$ cat config.mk
export PLATFORM = sky130hd
export DESIGN_NAME = teclado_escaneo_flat
export DESIGN_NICKNAME = d
export VERILOG_FILES = /design/src/rtl/teclado_escaneo_pkg.sv /design/src/rtl/teclado_escaneo_if.sv /design/src/rtl/teclado_escaneo_antirrebote_cnt.sv /design/src/rtl/teclado_escaneo.sv /design/src/flat_wrapper.sv
export SDC_FILE = /design/constraint.sdc
export NUM_CORES = 1
export LEC_CHECK = 0
export ABC_AREA = 1
export CORE_MARGIN = 4
export CORE_UTILIZATION = 50
export DETAILED_ROUTE_END_ITERATION = 12
export PLACE_DENSITY_LB_ADDON = 0.05
export RECOVER_POWER = 50
export SLEW_MARGIN = 20
export SYNTH_ARGS = -nofsm -noshare
export SYNTH_HDL_FRONTEND = slang
export SYNTH_HIERARCHICAL = 1
export SYNTH_SLANG_ARGS = --single-unit
$ cat constraint.sdc
create_clock -name clk -period 2.83 [get_ports clk]
set_input_delay 0.283 -clock clk [delete_from_list [all_inputs] [get_ports clk]]
set_output_delay 0.283 -clock clk [all_outputs]
set_load 0.05 [all_outputs]
$ cat src/rtl/teclado_escaneo_pkg.sv
// Shared definitions for the 4x4 keypad scanner: FSM encoding, key codes,
// default timing parameters and small decode helpers.
package teclado_escaneo_pkg;

  typedef enum logic [1:0] {
    ESCANEO     = 2'd0,
    REBOTE_PRES = 2'd1,
    PRESIONADA  = 2'd2,
    REBOTE_LIB  = 2'd3
  } estado_t;

  localparam int SCAN_CICLOS_DEF   = 4;
  localparam int REBOTE_CICLOS_DEF = 8;

  // Non-digit keys share the code space above 9 so one 4-bit value covers every key.
  localparam logic [3:0] TECLA_A   = 4'hA;
  localparam logic [3:0] TECLA_B   = 4'hB;
  localparam logic [3:0] TECLA_C   = 4'hC;
  localparam logic [3:0] TECLA_D   = 4'hD;
  localparam logic [3:0] TECLA_AST = 4'hE;
  localparam logic [3:0] TECLA_NUM = 4'hF;

  function automatic int cnt_ancho(input int a, input int b);
    return $clog2((a > b) ? a : b) + 1;
  endfunction

  function automatic logic es_onehot(input logic [3:0] v);
    return (v != 4'b0) && ((v & (v - 4'b1)) == 4'b0);
  endfunction

  function automatic logic [1:0] indice(input logic [3:0] v);
    case (v)
      4'b0010: return 2'd1;
      4'b0100: return 2'd2;
      4'b1000: return 2'd3;
      default: return 2'd0;
    endcase
  endfunction

  function automatic logic [3:0] decodifica(input logic [3:0] fila, input logic [3:0] col);
    case ({indice(fila), indice(col)})
      4'b00_00: return 4'h1;
      4'b00_01: return 4'h2;
      4'b00_10: return 4'h3;
      4'b00_11: return TECLA_A;
      4'b01_00: return 4'h4;
      4'b01_01: return 4'h5;
      4'b01_10: return 4'h6;
      4'b01_11: return TECLA_B;
      4'b10_00: return 4'h7;
      4'b10_01: return 4'h8;
      4'b10_10: return 4'h9;
      4'b10_11: return TECLA_C;
      4'b11_00: return TECLA_AST;
      4'b11_01: return 4'h0;
      4'b11_10: return TECLA_NUM;
      default:  return TECLA_D;
    endcase
  endfunction

endpackage

$ cat src/rtl/teclado_escaneo_if.sv
// Keypad-side bundle: row sense in, column drive and key events out, plus FSM state.
interface teclado_escaneo_if;
  import teclado_escaneo_pkg::*;

  // No valid/ready: digito_stb, cancelar and aceptar are one-cycle strobes with no
  // back-pressure; digito is qualified by digito_stb and holds between strobes.
  logic [3:0] filas;
  logic [3:0] columnas;
  logic [3:0] digito;
  logic       digito_stb;
  logic       cancelar;
  logic       aceptar;
  estado_t    estado;

  modport master (input filas,
                  output columnas, digito, digito_stb, cancelar, aceptar, estado);
  modport slave  (output filas,
                  input columnas, digito, digito_stb, cancelar, aceptar, estado);
endinterface

$ cat src/rtl/teclado_escaneo_antirrebote_cnt.sv
// Debounce counter with its stability compare; saturates at TERMINAL, cleared by limpiar.
module antirrebote_cnt #(
  parameter int ANCHO    = 4,
  parameter int TERMINAL = 7
) (
  input  logic       clk,
  input  logic       reset,
  input  logic       limpiar,
  input  logic       contar,
  input  logic [3:0] filas_s,
  input  logic [3:0] referencia,
  output logic       estable,
  output logic       fin
);
  localparam logic [ANCHO-1:0] TERM = ANCHO'(TERMINAL);

  logic [ANCHO-1:0] cnt;

  assign estable = (filas_s == referencia);
  assign fin     = (cnt == TERM);

  always_ff @(posedge clk) begin
    if (!reset) begin
      cnt <= '0;
    end else if (limpiar) begin
      cnt <= '0;
    end else if (contar && estable && !fin) begin
      cnt <= cnt + ANCHO'(1);
    end
  end
endmodule

$ cat src/rtl/teclado_escaneo.sv
// 4x4 keypad scanner: rotates column drive, debounces press and release, and
// emits one registered event per accepted key.
module teclado_escaneo
  import teclado_escaneo_pkg::*;
#(
  parameter int SCAN_CICLOS   = SCAN_CICLOS_DEF,
  parameter int REBOTE_CICLOS = REBOTE_CICLOS_DEF
) (
  input logic               clk,
  input logic               reset,
  teclado_escaneo_if.master bus
);
  localparam int ANCHO = cnt_ancho(SCAN_CICLOS, REBOTE_CICLOS);
  localparam logic [ANCHO-1:0] SCAN_FIN = ANCHO'(SCAN_CICLOS - 1);

  logic [3:0]       filas_m, filas_s;
  estado_t          estado;
  logic [3:0]       columnas, fila_lat, digito, tecla, referencia;
  logic [ANCHO-1:0] scan_cnt;
  logic             digito_stb, cancelar, aceptar;
  logic             limpiar, contar, estable, fin;

  always_ff @(posedge clk) begin
    if (!reset) begin
      filas_m <= 4'b0;
      filas_s <= 4'b0;
    end else begin
      filas_m <= bus.filas;
      filas_s <= filas_m;
    end
  end

  // Press debounce compares against the latched row; every other state watches for all-zero.
  assign referencia = (estado == REBOTE_PRES) ? fila_lat : 4'b0;
  assign limpiar    = (estado == ESCANEO) || (estado == PRESIONADA);
  assign contar     = (estado == REBOTE_PRES) || (estado == REBOTE_LIB);
  assign tecla      = decodifica(fila_lat, columnas);

  antirrebote_cnt #(.ANCHO(ANCHO), .TERMINAL(REBOTE_CICLOS - 1)) u_antirrebote (
    .clk        (clk),
    .reset      (reset),
    .limpiar    (limpiar),
    .contar     (contar),
    .filas_s    (filas_s),
    .referencia (referencia),
    .estable    (estable),
    .fin        (fin)
  );

  always_ff @(posedge clk) begin
    if (!reset) begin
      estado     <= ESCANEO;
      columnas   <= 4'b0001;
      scan_cnt   <= '0;
      fila_lat   <= 4'b0;
      digito     <= 4'h0;
      digito_stb <= 1'b0;
      cancelar   <= 1'b0;
      aceptar    <= 1'b0;
    end else begin
      digito_stb <= 1'b0;
      cancelar   <= 1'b0;
      aceptar    <= 1'b0;
      case (estado)
        ESCANEO: begin
          if (es_onehot(filas_s)) begin
            fila_lat <= filas_s;
            estado   <= REBOTE_PRES;
          end else if (scan_cnt == SCAN_FIN) begin
            scan_cnt <= '0;
            columnas <= {columnas[2:0], columnas[3]};
          end else begin
            scan_cnt <= scan_cnt + ANCHO'(1);
          end
        end
        REBOTE_PRES: begin
          if (!estable) begin
            estado   <= ESCANEO;
            scan_cnt <= '0;
            columnas <= {columnas[2:0], columnas[3]};
          end else if (fin) begin
            estado <= PRESIONADA;
            if (tecla <= 4'h9) begin
              digito     <= tecla;
              digito_stb <= 1'b1;
            end else if (tecla == TECLA_AST) begin
              cancelar <= 1'b1;
            end else if (tecla == TECLA_NUM) begin
              aceptar <= 1'b1;
            end
          end
        end
        PRESIONADA: begin
          if (estable) estado <= REBOTE_LIB;
        end
        REBOTE_LIB: begin
          if (!estable) begin
            estado <= PRESIONADA;
          end else if (fin) begin
            estado   <= ESCANEO;
            scan_cnt <= '0;
            columnas <= {columnas[2:0], columnas[3]};
          end
        end
        default: estado <= ESCANEO;
      endcase
    end
  end

  assign bus.columnas   = columnas;
  assign bus.digito     = digito;
  assign bus.digito_stb = digito_stb;
  assign bus.cancelar   = cancelar;
  assign bus.aceptar    = aceptar;
  assign bus.estado     = estado;
endmodule

$ cat src/flat_wrapper.sv
// flat-port wrapper written by rule: the top's interface ports become plain ports
module teclado_escaneo_flat import teclado_escaneo_pkg::*;
#(
  parameter int SCAN_CICLOS   = SCAN_CICLOS_DEF,
  parameter int REBOTE_CICLOS = REBOTE_CICLOS_DEF
)
  (clk, reset, bus_filas, bus_columnas, bus_digito, bus_digito_stb, bus_cancelar, bus_aceptar, bus_estado);
  teclado_escaneo_if bus_i ();
  input logic clk;
  input logic reset;
  input wire logic [$bits(bus_i.filas)-1:0] bus_filas;
  output wire logic [$bits(bus_i.columnas)-1:0] bus_columnas;
  output wire logic [$bits(bus_i.digito)-1:0] bus_digito;
  output wire logic [$bits(bus_i.digito_stb)-1:0] bus_digito_stb;
  output wire logic [$bits(bus_i.cancelar)-1:0] bus_cancelar;
  output wire logic [$bits(bus_i.aceptar)-1:0] bus_aceptar;
  output wire logic [$bits(bus_i.estado)-1:0] bus_estado;
  assign bus_i.filas = bus_filas;
  assign bus_columnas = bus_i.columnas;
  assign bus_digito = bus_i.digito;
  assign bus_digito_stb = bus_i.digito_stb;
  assign bus_cancelar = bus_i.cancelar;
  assign bus_aceptar = bus_i.aceptar;
  assign bus_estado = bus_i.estado;
  teclado_escaneo #(.SCAN_CICLOS(SCAN_CICLOS), .REBOTE_CICLOS(REBOTE_CICLOS)) u_core (.clk(clk), .reset(reset), .bus(bus_i));
endmodule
==> results of run 1 <==
-- final timing paths --
kind                   startpoint                    to  slack (ns)  cells past startpoint
max          u_core/bus.estado[0]  u_core/bus.digito[1]        0.48                     15
max reg2reg  u_core/bus.estado[0]  u_core/bus.digito[1]        0.48                     15
min             u_core/filas_m[0]     u_core/filas_s[0]        0.41                      2
min reg2reg     u_core/filas_m[0]     u_core/filas_s[0]        0.41                      2
-- state kept, by name (all words and copies together) (netlist names) --
register                  count
u_core/bus.columnas           4
u_core/bus.digito             4
u_core/fila_lat               4
u_core/filas_m                4
u_core/filas_s                4
u_core/scan_cnt               4
u_core/u_antirrebote/cnt      4
u_core/bus.estado             2
u_core/bus.aceptar            1
u_core/bus.cancelar           1
u_core/bus.digito_stb         1
-- stage by stage --
step / total power, W / instance area, um^2
after floorplan: 0.00125 / 1870
after global placement: 0.00142 / 2110
after detailed placement: 0.00142 / 2110
after CTS: 0.00181 / 2210
after global routing: 0.00192 / 2190
final: 0.00178 / 2190
-- critical path: cells and delay by family, from the launching register on --
kind	cells	cell delay, ns
buffers and inverters	5	0.59
and+or+nand+nor	9	1.02
AOI/OAI and AO/OA	1	0.18
DFF	1	0.44
-- final cells by class --
cell class              instances  area, um^2
multi-input cells             191         986
flip-flops and latches         33         662
clock inverters                 1        5.00
repair buffers                 20         191
well taps                      46        57.6
fillers                       334        1280
inverters                      50         193
clock buffers                   7        96.3
-- Yosys cell counts (2+ instances only) --
cell type,number
inv_1,44
clkbuf_1,2
nand2_1,69
nor2_1,35
nor2_2,2
ha_1,4
o21ai_0,10
nand3_1,24
nand4_1,2
nor2_4,5
nor3_1,4
nand3_2,4
nand2_2,6
inv_2,5
a21oi_1,13
dfxtp_1,33
-- power by group through the flow --
| stage | combinational, W | clock (W) | sequential [W] |
|---|---|---|---|
| after floorplan | 0.000567 | 0 | 0.000684 |
| after global placement | 0.000803 | 0 | 0.000615 |
| after detailed placement | 0.000804 | 0 | 0.000616 |
| after CTS | 0.000806 | 0.000397 | 0.000606 |
| after global routing | 0.000887 | 0.000417 | 0.000619 |
| final | 0.000787 | 0.000384 | 0.000605 |
-- logic make-up (layout without fill, tap and decap cells) --
group / Yosys count / after routing / share of synthesized area
simple gates: 159 / 159 / 0.427
buf+inv: 53 / 78 / 0.110
flops: 33 / 33 / 0.353
compound gates: 28 / 28 / 0.0829
fa+ha+maj: 4 / 4 / 0.0268
-- metal layers --
layer  track usage  vias up  wire length [um]
li1              -      907                 -
met1         0.178      712              1610
met2         0.268       33              1540
met3        0.0538        5               171
met4        0.0586        0                38
met5             0        -                 0
==> summary.md, run 1 <==
| Metric | Value |
|---|---|
| Status | finished, final reports clean |
| WL/cell | 9.66 um |
| Slowest cell on crit path | dfxtp_2 |
| # IOs | 19 |
| Share of the synthesized area in the top cell type | 0.353 |
| CP Class | flop to flop |
| Slew Limit Headroom | 0.663 |
| Initial drt markers | 113 |
| P_sw | 0.000770 W |
| Hold buffer count at cts | 0 |
| CTS root buf | clkbuf_8 |
| Antenna Cells | 0 |
| Max-Cap Viols | 0 |
| Peak supply drop | 379 uV |
| Slew @ Worst Pin | 0.503 ns |
| Longest Clk Path Bufs | 2 |
| Crit path capture type | flop |
| Max-slew violation count | 0 |
| Die area | 0.00478 mm^2 |
| Clock slew at reported path FFs | 0.07 ns |
| Synth unique cells | 31 |
| Sequential Power Share | 0.341 |
| Clk_skew | 0.00413 ns |
| Most frequent CP cell | nand2_1 |
| Post-CTS Setup Inserts | 0 |
| Instance count of the mapped netlist | 277 |
| Share of layout cells above drive strength 1 | 0.126 |
| Synthesis warning total | 6 |
| Commonest non-fill, non-tap cell in the layout | nand2_1 |
| Area delta synth->final | 17.1% |
| Hold Crit Class | flop to flop |
| Internal power | 0.00101 W |
| Routability cong. | 0.808 |
| Switching share of power | 0.433 |
| Hold Violations, Final | 0 |
| Final setup vio count | 0 |
| Router iterations before antenna repair | 4 |
| Max Fanout on Critical Path | 10 |
| Post-cts sizing count | 0 |
| Synth Flop Type | dfxtp_1 |
| Setup tns final | 0 ns |
| WHS | 0.412 ns |
| Top cell type by total area after synthesis | dfxtp_1 |
| Post-route insts no fill | 348 |
| Placed Cells | 340 |
| CTS Buf Count | 5 |
| First-pass GRT wire length | 6.17 mm |
| Max Fclk | 425 MHz |
| CTS tree | done |
| Layout Utilization | 0.632 |
| Grt ovf | 0 |
| Netlist Area Pre-Place | 0.00187 mm^2 |
| Post-place setup slack | 0.496 ns |
| Routed Antenna Nets | 0 |
| Largest net degree at the start of global routing | 16 |
| Die width | 69.2 um |
| H-tree levels | 2 |
| Comb pwr share | 0.443 |
| Core ar. | 0.00347 mm^2 |
| WP data arrival | 2.53 ns |
| Setup ws final | 0.480 ns |
| DR vias | 1657 |
| Number of synthesized flops with an enable pin | 0 |
| Vias per Instance | 4.76 |
| Clk pwr share | 0.216 |
| Drc violations | 0 |
| Flops & latches, synth | 33 |
| CTS Sinks | 33 |
| Post-Synthesis Net Count | 287 |
| CP max stage delay | 0.44 ns |
| Worst EP required | 3.01 ns |
| RSZ-0062 raised after global routing | no |
| Total Nets Final | 311 |
| Crit-path cells | inv_2 -> nor2_4 -> inv_1 -> nor2_1 -> inv_1 -> nand2_1 -> nand2_1 -> nor4_1 -> buf_4 -> nand3_1 -> inv_2 -> nand3_2 -> a21o_1 -> nand2_1 -> nor2_1 |
| Register area share after synthesis | 0.353 |
| Floorplan row count | 21 |
| Synth top area cells | dfxtp_1 35%, nand2_1 14%, inv_1 8.8%, nor2_1 7.0%, nand3_1 6.4% |
| Die Y | 69.2 um |
| Pleak | 1.08 nW |
| Vias in the first global route | 1495 |
| Async SR Flop Fraction | 0 |
| Final min period | 2.35 ns |
| Post-DP HPWL | 2.60 mm |
| Final WL | 3.36 mm |
| Global Route Usage Sum | 0.156 |
| Initial antenna violation count | 0 |
| Syn Area/Cell | 6.75 um^2 |
| Clk Latency, worst-skew pair | 0.28 ns |
| Initial Utilization | 0.539 |
| Buffers on Ports | 18 |
| Power per cell area | 811 mW/mm^2 |
| Crit path launch type | flop |
| Commonest cells after routing, fill and taps aside | 69 x nand2_1, 44 x inv_1, 35 x nor2_1, 32 x dfxtp_1, 25 x nand3_1 |
| Final period util | 0.831 |
(Power assumes the default switching activity.)
==> run 2, diff against run 1 <==
- clock period: 2.83 -> 2.2 ns (I/O delays scaled with it)
==> run 2 against run 1 <==
Via count unchanged. Final cell count increased by 0.57%. Flip-flop and latch count unchanged. Design area increased by 2.4%. Non-clock buffer count increased by 3. Register-to-register slack got worse by 0.29 ns. Power increased by 31%. Worst hold slack got worse by 0.0024 ns. Setup slack got worse by 0.29 ns. Sequential share of layout area decreased by 0.54 points. Critical path type unchanged.
==> summary.md, run 2 (synthesis gave the netlist of run 1 again) <==
| Metric | Value |
|---|---|
| Status | finished, final reports clean |
| Initial drt markers | 60 |
| Crit path launch type | flop |
| CTS Sinks | 33 |
| Hold Crit Class | flop to flop |
| Post-CTS Setup Inserts | 0 |
| Die width | 69.2 um |
| Crit path capture type | flop |
| Vias per Instance | 4.73 |
| Clock slew at reported path FFs | 0.06 ns |
| Global Route Usage Sum | 0.150 |
| Pleak | 1.08 nW |
| RSZ-0062 raised after global routing | no |
| Peak supply drop | 533 uV |
| Crit-path cells | inv_2 -> nor2_4 -> inv_4 -> nor2_2 -> inv_1 -> nand2_1 -> nand2_2 -> nor4_4 -> buf_4 -> o21ai_2 -> nor2_4 -> nand2_8 -> o21ai_0 -> nand3_1 -> nor2_1 |
| Final setup vio count | 0 |
| Share of layout cells above drive strength 1 | 0.151 |
| Max Fanout on Critical Path | 7 |
| Power per cell area | 1040 mW/mm^2 |
| Antenna Cells | 0 |
| Total Nets Final | 314 |
| Routed Antenna Nets | 0 |
| Most frequent CP cell | nor2_4 |
| Final min period | 2.01 ns |
| CTS root buf | clkbuf_8 |
| Hold buffer count at cts | 0 |
| Area delta synth->final | 19.9% |
| Largest net degree at the start of global routing | 11 |
| Setup tns final | 0 ns |
| Final WL | 3.40 mm |
| Drc violations | 0 |
| Placed Cells | 343 |
| Max-Cap Viols | 0 |
| CP max stage delay | 0.34 ns |
| # IOs | 19 |
| Final period util | 0.915 |
| CTS Buf Count | 5 |
| Grt ovf | 0 |
| Commonest cells after routing, fill and taps aside | 69 x nand2_1, 43 x inv_1, 33 x nor2_1, 31 x dfxtp_1, 24 x nand3_1 |
| Initial antenna violation count | 0 |
| Layout Utilization | 0.647 |
| Worst EP required | 2.42 ns |
| Cell Area, Placed | 0.00215 mm^2 |
| Post-route cell area | 0.00224 mm^2 |
| Clk_skew | 0.00234 ns |
| Hold Violations, Final | 0 |
| WP data arrival | 2.24 ns |
| Post-cts sizing count | 0 |
| Initial Utilization | 0.539 |
| H-tree levels | 2 |
| Post-DP HPWL | 2.62 mm |
| WL/cell | 9.73 um |
| Tot Pwr | 0.00233 W |
| Vias in the first global route | 1435 |
| Slew @ Worst Pin | 0.504 ns |
| Commonest non-fill, non-tap cell in the layout | nand2_1 |
| Buffers on Ports | 18 |
| Post-route insts no fill | 350 |
| Die Y | 69.2 um |
| Routability cong. | 0.844 |
| Longest Clk Path Bufs | 2 |
| Max-slew violation count | 0 |
| DR vias | 1657 |
| First-pass GRT wire length | 5.92 mm |
| Slowest cell on crit path | dfxtp_4 |
| Filler cells | 323 |
| Clk Latency, worst-skew pair | 0.28 ns |
| Max Fclk | 497 MHz |
| Floorplan row count | 21 |
| Router iterations before antenna repair | 4 |
| Slew Limit Headroom | 0.663 |
| Core ar. | 0.00347 mm^2 |
| CP Class | flop to flop |
| CTS tree | done |
| Die area | 0.00478 mm^2 |
run 2: cell types whose count changed in the layout (fill, tap and decap cells not counted), moves of 2 or more:
cell | previous run | this run
buf_4 | 1 | 3
clkbuf_1 | 1 | 3
clkdlybuf4s50_1 | 8 | 11
dlygate4sd3_1 | 10 | 7
nor2_1 | 35 | 33
nor2_2 | 2 | 4
run 2: cell type report:
type                       count  area (um^2)  share of cell area
clock buffer                   7         86.3              0.0385
inverter                      50          195              0.0870
multi-input combinational    191         1030               0.458
sequential                    33          666               0.297
tap                           46         57.6              0.0257
timing repair buffer          23          210              0.0937
run 2: path summary, 6_finish.rpt:
path	start	to	slack (ns)	cells after the start
setup / recovery	u_core/bus.estado[0]	u_core/scan_cnt[3]	0.19	15
hold / removal	u_core/filas_m[1]	u_core/filas_s[1]	0.41	2
setup reg to reg	u_core/bus.estado[0]	u_core/scan_cnt[3]	0.19	15
hold reg to reg	u_core/filas_m[1]	u_core/filas_s[1]	0.41	2
run 2: per-layer routing:
layer | routed length, um | part of all wire | global-route usage
met5 | 0 | 0 | 0
met4 | 73 | 0.021 | 0.0672
met3 | 167 | 0.049 | 0.0509
met2 | 1540 | 0.45 | 0.245
met1 | 1620 | 0.48 | 0.178
run 2: stage by stage:
stage / setup WS [ns] / hold WS (ns)
3_3_place_gp: 0.190 / 0.392
4_1_cts: 0.137 / 0.411
6_report: 0.188 / 0.409
3_5_place_dp: 0.158 / 0.396
5_1_grt: 0.00271 / 0.453
2_1_floorplan: 0.0165 / 0.318
run 2: worst max-delay path: cells and delay by family, from the launching register on:
kind	cells	cell delay, ns
buffers and inverters	4	0.32
AO/OA/AOI/OAI	2	0.24
AND/OR/NAND/NOR	9	1.05
flip-flops	1	0.34
run 2: power by group:
part	internal, W	switching (W)	leakage, nW
combinational	0.000372	0.000735	0.767
clock	0.000248	0.000208	0.0443
sequential	0.000684	0.0000792	0.270
==> run 3, diff against run 2 <==
- RECOVER_POWER: 50 -> default
==> run 3 against run 2 <==
Utilization up 0.51 points. Power up 0.38%. Register-to-register slack about the same. Design area up 0.78%. Worst hold slack unchanged. Global-route usage unchanged. Non-clock buffer count unchanged. Clock power about the same. Wire length about the same. Fmax down 0.19%. Flip-flop and latch count unchanged. Via count down 0.48%. Critical endpoint unchanged. Largest cell class unchanged.
==> summary.md, run 3 (synthesis gave the netlist of run 1 again) <==
| Metric | Value |
|---|---|
| Status | finished, final reports clean |
| Power per cell area | 1030 mW/mm^2 |
| Router iterations before antenna repair | 4 |
| Busiest grt layer | met2 |
| # IOs | 19 |
| Max-slew violation count | 0 |
| Final setup vio count | 0 |
| WL/cell | 9.72 um |
| Initial Utilization | 0.539 |
| Die area | 0.00478 mm^2 |
| First-pass GRT wire length | 5.92 mm |
| WP data arrival | 2.24 ns |
| Routability cong. | 0.844 |
| Area delta synth->final | 20.9% |
| Core ar. | 0.00347 mm^2 |
| Total Nets Final | 314 |
| Peak supply drop | 534 uV |
| Buffers on Ports | 18 |
| Tot Pwr | 0.00234 W |
| M2 GR Usage | 0.245 |
| Pleak | 1.07 nW |
| Grt ovf | 0 |
| Largest net degree at the start of global routing | 11 |
| Hold Crit Class | flop to flop |
| CTS root buf | clkbuf_8 |
| Floorplan row count | 21 |
| Worst EP required | 2.42 ns |
| WHS | 0.409 ns |
| CTS Sinks | 33 |
| Final WL | 3.40 mm |
| Die width | 69.2 um |
| Hold Violations, Final | 0 |
| H-tree levels | 2 |
| Max-Cap Viols | 0 |
| Initial antenna violation count | 0 |
| Max Fanout on Critical Path | 7 |
| Setup ws final | 0.184 ns |
| Met3 usage | 0.0509 |
| Die Y | 69.2 um |
| Clk Latency, worst-skew pair | 0.28 ns |
| Hold buffer count at cts | 0 |
| Post-CTS Setup Inserts | 0 |
| Setup tns final | 0 ns |
| DR vias | 1649 |
| Post-place setup slack | 0.158 ns |
| Slew Limit Headroom | 0.663 |
| Post-cts sizing count | 0 |
| Commonest non-fill, non-tap cell in the layout | nand2_1 |
| Crit path launch type | flop |
| Global Route Usage Sum | 0.150 |
| Post-DP HPWL | 2.62 mm |
| Layout Utilization | 0.652 |
| CP Class | flop to flop |
| Share of layout cells above drive strength 1 | 0.164 |
| Routed Antenna Nets | 0 |
| Max Fclk | 496 MHz |
| Drc violations | 0 |
| Antenna Cells | 0 |
| Crit path capture type | flop |
| Clk_skew | 0.00225 ns |
| CTS tree | done |
| Initial drt markers | 61 |
| Vias per Instance | 4.71 |
| Commonest cells after routing, fill and taps aside | 69 x nand2_1, 43 x inv_1, 31 x nor2_1, 31 x dfxtp_1, 24 x nand3_1 |
| Slew @ Worst Pin | 0.504 ns |
| Vias in the first global route | 1435 |
| Final min period | 2.02 ns |
| Longest Clk Path Bufs | 2 |
| Clock slew at reported path FFs | 0.06 ns |
| Final period util | 0.916 |
| CTS Buf Count | 5 |
| Met1 Resource Use GR | 0.178 |
## run 3: changes by cell type in the layout (fill, tap and decap cells not counted), sizes merged
cell / before / now
clkdlybuf4s50: 11 / 18
clkbuf: 9 / 7
buf: 3 / 5
dlygate4sd3: 7 / 0
## run 3: through the flow
stage,cell area [um^2],instances
4_1_cts,2240,350
2_1_floorplan,1890,277
3_3_place_gp,2150,343
5_1_grt,2260,350
6_report,2260,350
3_5_place_dp,2150,343
## run 3: area by class of cell
class                           instances  area [um^2]
Timing Repair Buffer                   23          218
Multi-Input combinational cell        191         1040
Fill cell                             319         1210
Sequential cell                        33          666
Clock buffer                            7         86.3
Tap cell                               46         57.6
Inverter                               50          195
## run 3: worst paths after layout
| kind | start | endpoint | slack, ns | cells after the start |
|---|---|---|---|---|
| setup / recovery | u_core/bus.estado[0] | u_core/scan_cnt[3] | 0.18 | 15 |
| hold / removal | u_core/filas_m[1] | u_core/filas_s[1] | 0.41 | 2 |
| setup reg to reg | u_core/bus.estado[0] | u_core/scan_cnt[3] | 0.18 | 15 |
| hold reg to reg | u_core/filas_m[1] | u_core/filas_s[1] | 0.41 | 2 |
## run 3: worst max-delay path: stages, from the launching register on
cell	delay [ns]
dfxtp_4	0.34
inv_2	0.04
nor2_4	0.12
inv_4	0.07
nor2_2	0.09
inv_1	0.05
nand2_1	0.07
nand2_2	0.10
nor4_4	0.27
buf_4	0.17
o21ai_2	0.08
nor2_4	0.14
nand2_8	0.08
o21ai_0	0.16
nand3_1	0.09
nor2_1	0.09
## run 3: per-layer routing
metal | vias up | share of wire | routed length (um)
li1 | 911 | - | -
met1 | 705 | 0.48 | 1640
met2 | 27 | 0.45 | 1540
met3 | 6 | 0.045 | 152
met4 | 0 | 0.021 | 70
met5 | - | 0 | 0
## run 3: where the power goes
part           leakage [nW]  switching, W  total (W)  internal (W)
sequential            0.270     0.0000795   0.000763      0.000684
combinational         0.754      0.000739    0.00112      0.000377
clock                0.0443      0.000208   0.000456      0.000248
